===== config.mk =====
export PLATFORM = sky130hd
export DESIGN_NAME = move_input_ctrl
export DESIGN_NICKNAME = d
export VERILOG_FILES = /design/src/rtl/game_input_pkg.sv /design/src/rtl/debounce_cell.sv /design/src/rtl/move_input_ctrl.sv
export SDC_FILE = /design/constraint.sdc
export NUM_CORES = 1
export LEC_CHECK = 0
export CORE_MARGIN = 2
export CORE_UTILIZATION = 50
export DETAILED_ROUTE_END_ITERATION = 8
export GPL_TIMING_DRIVEN = 0
export PLACE_DENSITY_LB_ADDON = 0.15
export SKIP_LAST_GASP = 1
export SYNTH_ARGS = -nofsm -noshare
export SYNTH_HDL_FRONTEND = slang
export SYNTH_SLANG_ARGS = --single-unit

===== constraint.sdc =====
create_clock -name clk -period 2.8 [get_ports clk]
set_input_delay 0.28 -clock clk [delete_from_list [all_inputs] [get_ports clk]]
set_output_delay 0.28 -clock clk [all_outputs]
set_load 0.02 [all_outputs]

===== src/rtl/game_input_pkg.sv =====
// Shared types and constants for the 4x4 grid input stage.
// Holds the fire FSM state encoding, the grid size and the default debounce length.
package game_input_pkg;

   localparam int GRID_N           = 4;
   localparam int DEBOUNCE_DEFAULT = 1_000_000;

   typedef enum logic [1:0] {
      IDLE     = 2'd0,
      FIRE     = 2'd1,
      REJECT   = 2'd2,
      WAIT_REL = 2'd3
   } fire_state_t;

   // Number of select switches currently on.
   function automatic logic [2:0] sel_count(input logic [GRID_N-1:0] sel);
      logic [2:0] n;
      n = 3'd0;
      for (int i = 0; i < GRID_N; i++) begin
         n = n + {2'b00, sel[i]};
      end
      return n;
   endfunction

endpackage


===== src/rtl/debounce_cell.sv =====
// Two-flop synchroniser followed by a stable-sample counter.
// The output level only changes after DEBOUNCE_CYCLES consecutive differing samples.
module debounce_cell #(
   parameter int DEBOUNCE_CYCLES = 4
) (
   input  logic clk,
   input  logic reset_n,
   input  logic din,
   output logic dout
);

   localparam int              CW       = $clog2(DEBOUNCE_CYCLES);
   localparam logic [CW-1:0]   CNT_LAST = CW'(DEBOUNCE_CYCLES - 1);

   logic          sync1_r;
   logic          sync2_r;
   logic          level_r;
   logic [CW-1:0] cnt_r;
   logic          level_next_s;
   logic [CW-1:0] cnt_next_s;

   // Synchroniser, counter and debounced level registers.
   always_ff @(posedge clk or negedge reset_n) begin
      if (!reset_n) begin
         sync1_r <= 1'b0;
         sync2_r <= 1'b0;
         level_r <= 1'b0;
         cnt_r   <= '0;
      end else begin
         sync1_r <= din;
         sync2_r <= sync1_r;
         level_r <= level_next_s;
         cnt_r   <= cnt_next_s;
      end
   end

   // Any sample matching the current level restarts the stability count.
   always_comb begin
      level_next_s = level_r;
      cnt_next_s   = cnt_r;
      if (sync2_r == level_r) begin
         cnt_next_s = '0;
      end else if (cnt_r == CNT_LAST) begin
         level_next_s = ~level_r;
         cnt_next_s   = '0;
      end else begin
         cnt_next_s = cnt_r + CW'(1);
      end
   end

   assign dout = level_r;

endmodule


===== src/rtl/move_input_ctrl.sv =====
// Input stage for the 4x4 cell grid: debounces fire/select inputs, decodes the
// row/column selection and emits one fire or reject strobe per physical press.
module move_input_ctrl
   import game_input_pkg::*;
#(
   parameter int DEBOUNCE_CYCLES = DEBOUNCE_DEFAULT,
   parameter int MOVE_W          = 8
) (
   input  logic              clk,
   input  logic              reset_n,
   input  logic              fire_btn,
   input  logic [GRID_N-1:0] sw_raw,
   input  logic              nrow_raw,
   output logic [GRID_N-1:0] row_en,
   output logic [GRID_N-1:0] col_en,
   output logic              fire_pulse,
   output logic              reject_pulse,
   output logic              error,
   output logic [MOVE_W-1:0] move_count
);

   localparam logic [MOVE_W-1:0] MOVE_MAX = {MOVE_W{1'b1}};

   logic              fire_db_s;
   logic              nrow_db_s;
   logic [GRID_N-1:0] sw_db_s;
   logic              fire_prev_r;
   logic              fire_rise_s;

   logic              sel_valid_s;
   logic              err_next_s;
   logic [GRID_N-1:0] row_next_s;
   logic [GRID_N-1:0] col_next_s;
   logic [GRID_N-1:0] row_en_r;
   logic [GRID_N-1:0] col_en_r;
   logic              error_r;

   fire_state_t       state_r;
   fire_state_t       state_next_s;
   logic              fire_set_s;
   logic              reject_set_s;
   logic              fire_pulse_r;
   logic              reject_pulse_r;
   logic [MOVE_W-1:0] move_count_r;

   debounce_cell #(.DEBOUNCE_CYCLES(DEBOUNCE_CYCLES)) u_db_fire (
      .clk(clk), .reset_n(reset_n), .din(fire_btn), .dout(fire_db_s)
   );

   debounce_cell #(.DEBOUNCE_CYCLES(DEBOUNCE_CYCLES)) u_db_nrow (
      .clk(clk), .reset_n(reset_n), .din(nrow_raw), .dout(nrow_db_s)
   );

   for (genvar g = 0; g < GRID_N; g++) begin : g_sw_db
      debounce_cell #(.DEBOUNCE_CYCLES(DEBOUNCE_CYCLES)) u_db_sw (
         .clk(clk), .reset_n(reset_n), .din(sw_raw[g]), .dout(sw_db_s[g])
      );
   end

   assign fire_rise_s = fire_db_s & ~fire_prev_r;

   // Selection decode: exactly one switch on is a valid move target.
   always_comb begin
      sel_valid_s = 1'b0;
      err_next_s  = 1'b0;
      row_next_s  = '0;
      col_next_s  = '0;
      case (sel_count(sw_db_s))
         3'd0: begin
            sel_valid_s = 1'b0;
         end
         3'd1: begin
            sel_valid_s = 1'b1;
            if (nrow_db_s) begin
               col_next_s = sw_db_s;
            end else begin
               row_next_s = sw_db_s;
            end
         end
         default: begin
            err_next_s = 1'b1;
         end
      endcase
   end

   // Registered decode outputs and fire edge history.
   always_ff @(posedge clk or negedge reset_n) begin
      if (!reset_n) begin
         row_en_r    <= '0;
         col_en_r    <= '0;
         error_r     <= 1'b0;
         fire_prev_r <= 1'b0;
      end else begin
         row_en_r    <= row_next_s;
         col_en_r    <= col_next_s;
         error_r     <= err_next_s;
         fire_prev_r <= fire_db_s;
      end
   end

   // Fire FSM state register.
   always_ff @(posedge clk or negedge reset_n) begin
      if (!reset_n) begin
         state_r <= IDLE;
      end else begin
         state_r <= state_next_s;
      end
   end

   // Fire FSM next-state logic.
   always_comb begin
      state_next_s = state_r;
      case (state_r)
         IDLE: begin
            if (fire_rise_s) begin
               state_next_s = sel_valid_s ? FIRE : REJECT;
            end else begin
               state_next_s = IDLE;
            end
         end
         FIRE:     state_next_s = WAIT_REL;
         REJECT:   state_next_s = WAIT_REL;
         WAIT_REL: begin
            if (!fire_db_s) begin
               state_next_s = IDLE;
            end else begin
               state_next_s = WAIT_REL;
            end
         end
         default:  state_next_s = IDLE;
      endcase
   end

   // Fire FSM output decode, taken from the state being entered so strobes register with it.
   always_comb begin
      fire_set_s   = 1'b0;
      reject_set_s = 1'b0;
      case (state_next_s)
         FIRE:    fire_set_s   = 1'b1;
         REJECT:  reject_set_s = 1'b1;
         default: begin
            fire_set_s   = 1'b0;
            reject_set_s = 1'b0;
         end
      endcase
   end

   // Strobe and saturating move counter registers.
   always_ff @(posedge clk or negedge reset_n) begin
      if (!reset_n) begin
         fire_pulse_r   <= 1'b0;
         reject_pulse_r <= 1'b0;
         move_count_r   <= '0;
      end else begin
         fire_pulse_r   <= fire_set_s;
         reject_pulse_r <= reject_set_s;
         if (fire_set_s && (move_count_r != MOVE_MAX)) begin
            move_count_r <= move_count_r + MOVE_W'(1);
         end
      end
   end

   assign row_en       = row_en_r;
   assign col_en       = col_en_r;
   assign error        = error_r;
   assign fire_pulse   = fire_pulse_r;
   assign reject_pulse = reject_pulse_r;
   assign move_count   = move_count_r;

endmodule


==> impl_metrics.py <==
metrics = {
    "floorplanning": {
        "ios": 27,
        "initial_core_util_pct": 51.6,
        "die_h_um": 127,
        "rows": 44,
        "die_area_um2": 16100,
        "coreArea_um2": 14600,
        "fp.dieW_um": 127,
    },
    "worst_setup_path": {
        "max_stage_delay_ns": 0.54,
        "path_buf_inv": 2,
        "cp-end-kind": "flop",
        "path_class": "flop to flop",
        "critPathArrivalTime_ns": 3.05,
        "cp_cell_sequence": "inv_2, fa_1, inv_1, ha_2, ha_4, or3b_4, or2_4, nor4_4, xor2_1",
        "crit_fanout": 3,
        "critPathRequiredTime_ns": 3.15,
        "startpoint_type": "flop",
        "cpMaxStageDelayCell": "fa_1",
        "crit_family": "simple AND/OR/NAND/NOR gates",
    },
    "clocking": {
        "clkLatencyLatePin_ns": 0.42,
        "cts-buffers-inserted": 17,
        "cts_buffer_depth": 2,
        "cts.clk_slew.worst_paths_ns": 0.06,
        "cts_htree_levels": 4,
        "cts_tree": "yes",
        "root_buffer": "clkbuf_16",
        "cts_sinks": 160,
    },
    "routing": {
        "drcViolationCount": 0,
        "first_pass_iters": 4,
        "drt-total-wl_mm": 15.0,
        "ant_nets": 0,
        "num_vias": 5626,
        "viasPerCell": 5.66,
        "drtIter0Drc": 302,
        "wl_per_cell_um": 15.1,
    },
    "synth": {
        "ys_warn_count": 0,
        "synth_top_area_cell": "dfrtp_1",
        "postSynth.asyncResetShare_pct": 100,
        "synth_edf_count": 0,
        "synth.avg_cell_area_um2": 10.2,
        "ys_ff_latch": 160,
        "syn_inst": 743,
        "synth_cell_types": 41,
        "synth_area_leaders": "dfrtp_1, xnor2_1, nor2_1",
        "synth_nets": 763,
        "synth_top_area_share_pct": 53.0,
        "synthFlopType": "dfrtp_1",
        "yosysSeqAreaShare_pct": 53.0,
        "syn_area_um2": 7560,
    },
    "status": {
        "outcome": "completed",
    },
    "placed_design": {
        "postPlaceCellArea_um2": 8100,
        "port_buffers": 26,
        "dp.final_hpwl_mm": 10.1,
        "gp_routability_congestion": 0.859,
        "preCtsSetupSlack_ns": -0.217,
        "dp_cells": 954,
    },
    "power": {
        "peakVddDrop_mv": 0.434,
        "swShare_pct": 20.1,
        "intPower_mw": 4.06,
        "power_density_nw_per_um2": 571,
        "switching_power_mw": 1.02,
        "power_frac_comb_pct": 2.7,
        "power_frac_seq_pct": 46.7,
        "p_leak_nw": 3.66,
        "clockPowerShare_pct": 50.6,
    },
    "finish": {
        "nets": 818,
        "seq_area_um2": 4000,
        "syn_to_final_growth_pct": 17.6,
        "layout_commonest_cell": "dfrtp_1",
        "final_layout_size_suffix_gt1_share_pct": 9.38,
        "fillCellCount": 1216,
        "final_cells": 994,
        "diodes": 0,
        "mostFrequentLayoutCells": "dfrtp_1, nor2_1, nand3_1, xnor2_1",
        "fin_area_um2": 8890,
        "multi_input_area_um2": 3460,
    },
    "global_route": {
        "grt-ovfl-total": 0,
        "grt_max_degree": 96,
        "grt_pass1_vias": 5711,
        "grt_pass1_wl_mm": 26.5,
        "grtUsageTotal_pct": 20.1,
        "antenna_found_initial": 0,
    },
    "timing": {
        "tightestPinTransition_ns": 0.870,
        "setup_slack_ns": 0.0991,
        "tns_ns": 0,
        "max_slew_margin_pct": 42.0,
        "fmax_ghz": 0.370,
        "final-hold-violation-count": 0,
        "skew_ns": 0.00517,
        "whs_ns": 0.293,
        "setup-violations-final": 0,
        "min_period_over_period_pct": 96.5,
        "drv_slew": 0,
        "post-route-min-period_ns": 2.70,
    },
    "run": {
        "cap_viol_max_count": 0,
    },
    "min_path": {
        "hp-class": "primary input to flop",
    },
}
## cells in the mapped netlist (2+ instances only)
master / n
clkbuf_1: 10
nor4_1: 17
nand4bb_1: 2
or3_1: 22
nor4bb_1: 2
o21ai_0: 30
o31ai_2: 4
dfrtp_1: 160
xnor2_1: 52
mux2_2: 7
nor2_1: 95
buf_2: 4
o41ai_1: 2
inv_1: 26
nor3b_1: 3
or3b_2: 3
nand3_1: 53
ha_1: 11
nor3_1: 22
o31ai_1: 7
a21oi_1: 36
nand4_1: 27
and4_1: 10
and2_1: 8
and3_1: 25
or2_2: 3
nor4b_1: 5
nand2_1: 36
or4_1: 9
xor2_1: 34
nand4b_1: 7
or4b_1: 2
## cell type report
cell class	instances	share of cell area, %
flip-flops and latches	160	45.0
multi-input cells	542	38.9
clock buffers	22	5.45
repair buffers	37	4.17
well taps	184	2.59
clock inverters	9	2.01
inverters	26	1.10
plain buffers	14	0.718
## cell families (layout without fill, tap and decap cells)
kind of cell | after synthesis | count (layout) | synth area share [%]
AO/OA/AOI/OAI | 81 | 81 | 6.31
XOR/XNOR | 86 | 86 | 9.97
adder cells (fa/ha/maj) | 12 | 12 | 2.09
buffers and inverters | 41 | 108 | 2.20
flip-flops | 160 | 160 | 53.0
multiplexers | 7 | 7 | 1.04
AND/OR/NAND/NOR | 356 | 356 | 25.4
## registers in the layout (all words and copies together) (netlist names)
name and flops:
col_en 4, error 1, fire_prev_r 1, fire_pulse 1, g_sw_db.u_db_sw.cnt_r 80, g_sw_db.u_db_sw.dout 4
g_sw_db.u_db_sw.sync1_r 4, g_sw_db.u_db_sw.sync2_r 4, move_count 8, reject_pulse 1, row_en 4, state_r 2
u_db_fire.cnt_r 20, u_db_fire.dout 1, u_db_fire.sync1_r 1, u_db_fire.sync2_r 1, u_db_nrow.cnt_r 20, u_db_nrow.dout 1
u_db_nrow.sync1_r 1, u_db_nrow.sync2_r 1
## path summary, 6_finish.rpt
| check | start | to | slack [ns] | cells after the start |
|---|---|---|---|---|
| worst max-delay path | g_sw_db[3].u_db_sw.dout | move_count[6] | 0.1 | 9 |
| max in group asynchronous | reset_n | u_db_nrow.cnt_r[13] | 1.46 | 3 |
| min in group asynchronous | reset_n | g_sw_db[3].u_db_sw.cnt_r[14] | 0.53 | 2 |
| worst min register to register | g_sw_db[0].u_db_sw.sync1_r | g_sw_db[0].u_db_sw.sync2_r | 0.34 | 0 |
| worst max register to register | g_sw_db[3].u_db_sw.dout | move_count[6] | 0.1 | 9 |
| worst min-delay path | fire_btn | u_db_fire.sync1_r | 0.29 | 1 |
## per-stage QoR
step | util [%] | total power [mW]
floorplan | - | 2.47
global placement | 55.1 | 2.54
detailed placement | 55.3 | 2.55
CTS | 60.3 | 5.14
global route | 60.7 | 5.26
finish | 60.7 | 5.08
## timing repair
| action | CTS | global route |
|---|---|---|
| hold endpoints to repair | 52 | 0 |
| buffers inserted | 5 | 4 |
| pin swaps | 4 | 6 |
| gates resized for setup | 5 | 7 |
| hold buffers | 1 | 0 |
| setup endpoints to repair | 9 | 8 |
## routing by layer
metal	vias to the layer above	GRT usage, %	routed length [um]
li1	2746	-	-
met1	2763	26.2	6970
met2	97	33.6	7420
met3	20	4.22	424
met4	0	6.72	231
met5	-	0	0
## power groups by stage
stage / combinational (mW) / clock [mW] / sequential, mW
floorplan: 0.0627 / 0 / 2.41
global placement: 0.132 / 0 / 2.41
detailed placement: 0.141 / 0 / 2.41
CTS: 0.143 / 2.62 / 2.37
global route: 0.161 / 2.72 / 2.37
finish: 0.137 / 2.57 / 2.37
Note: power is estimated with default switching activity, not from simulation.
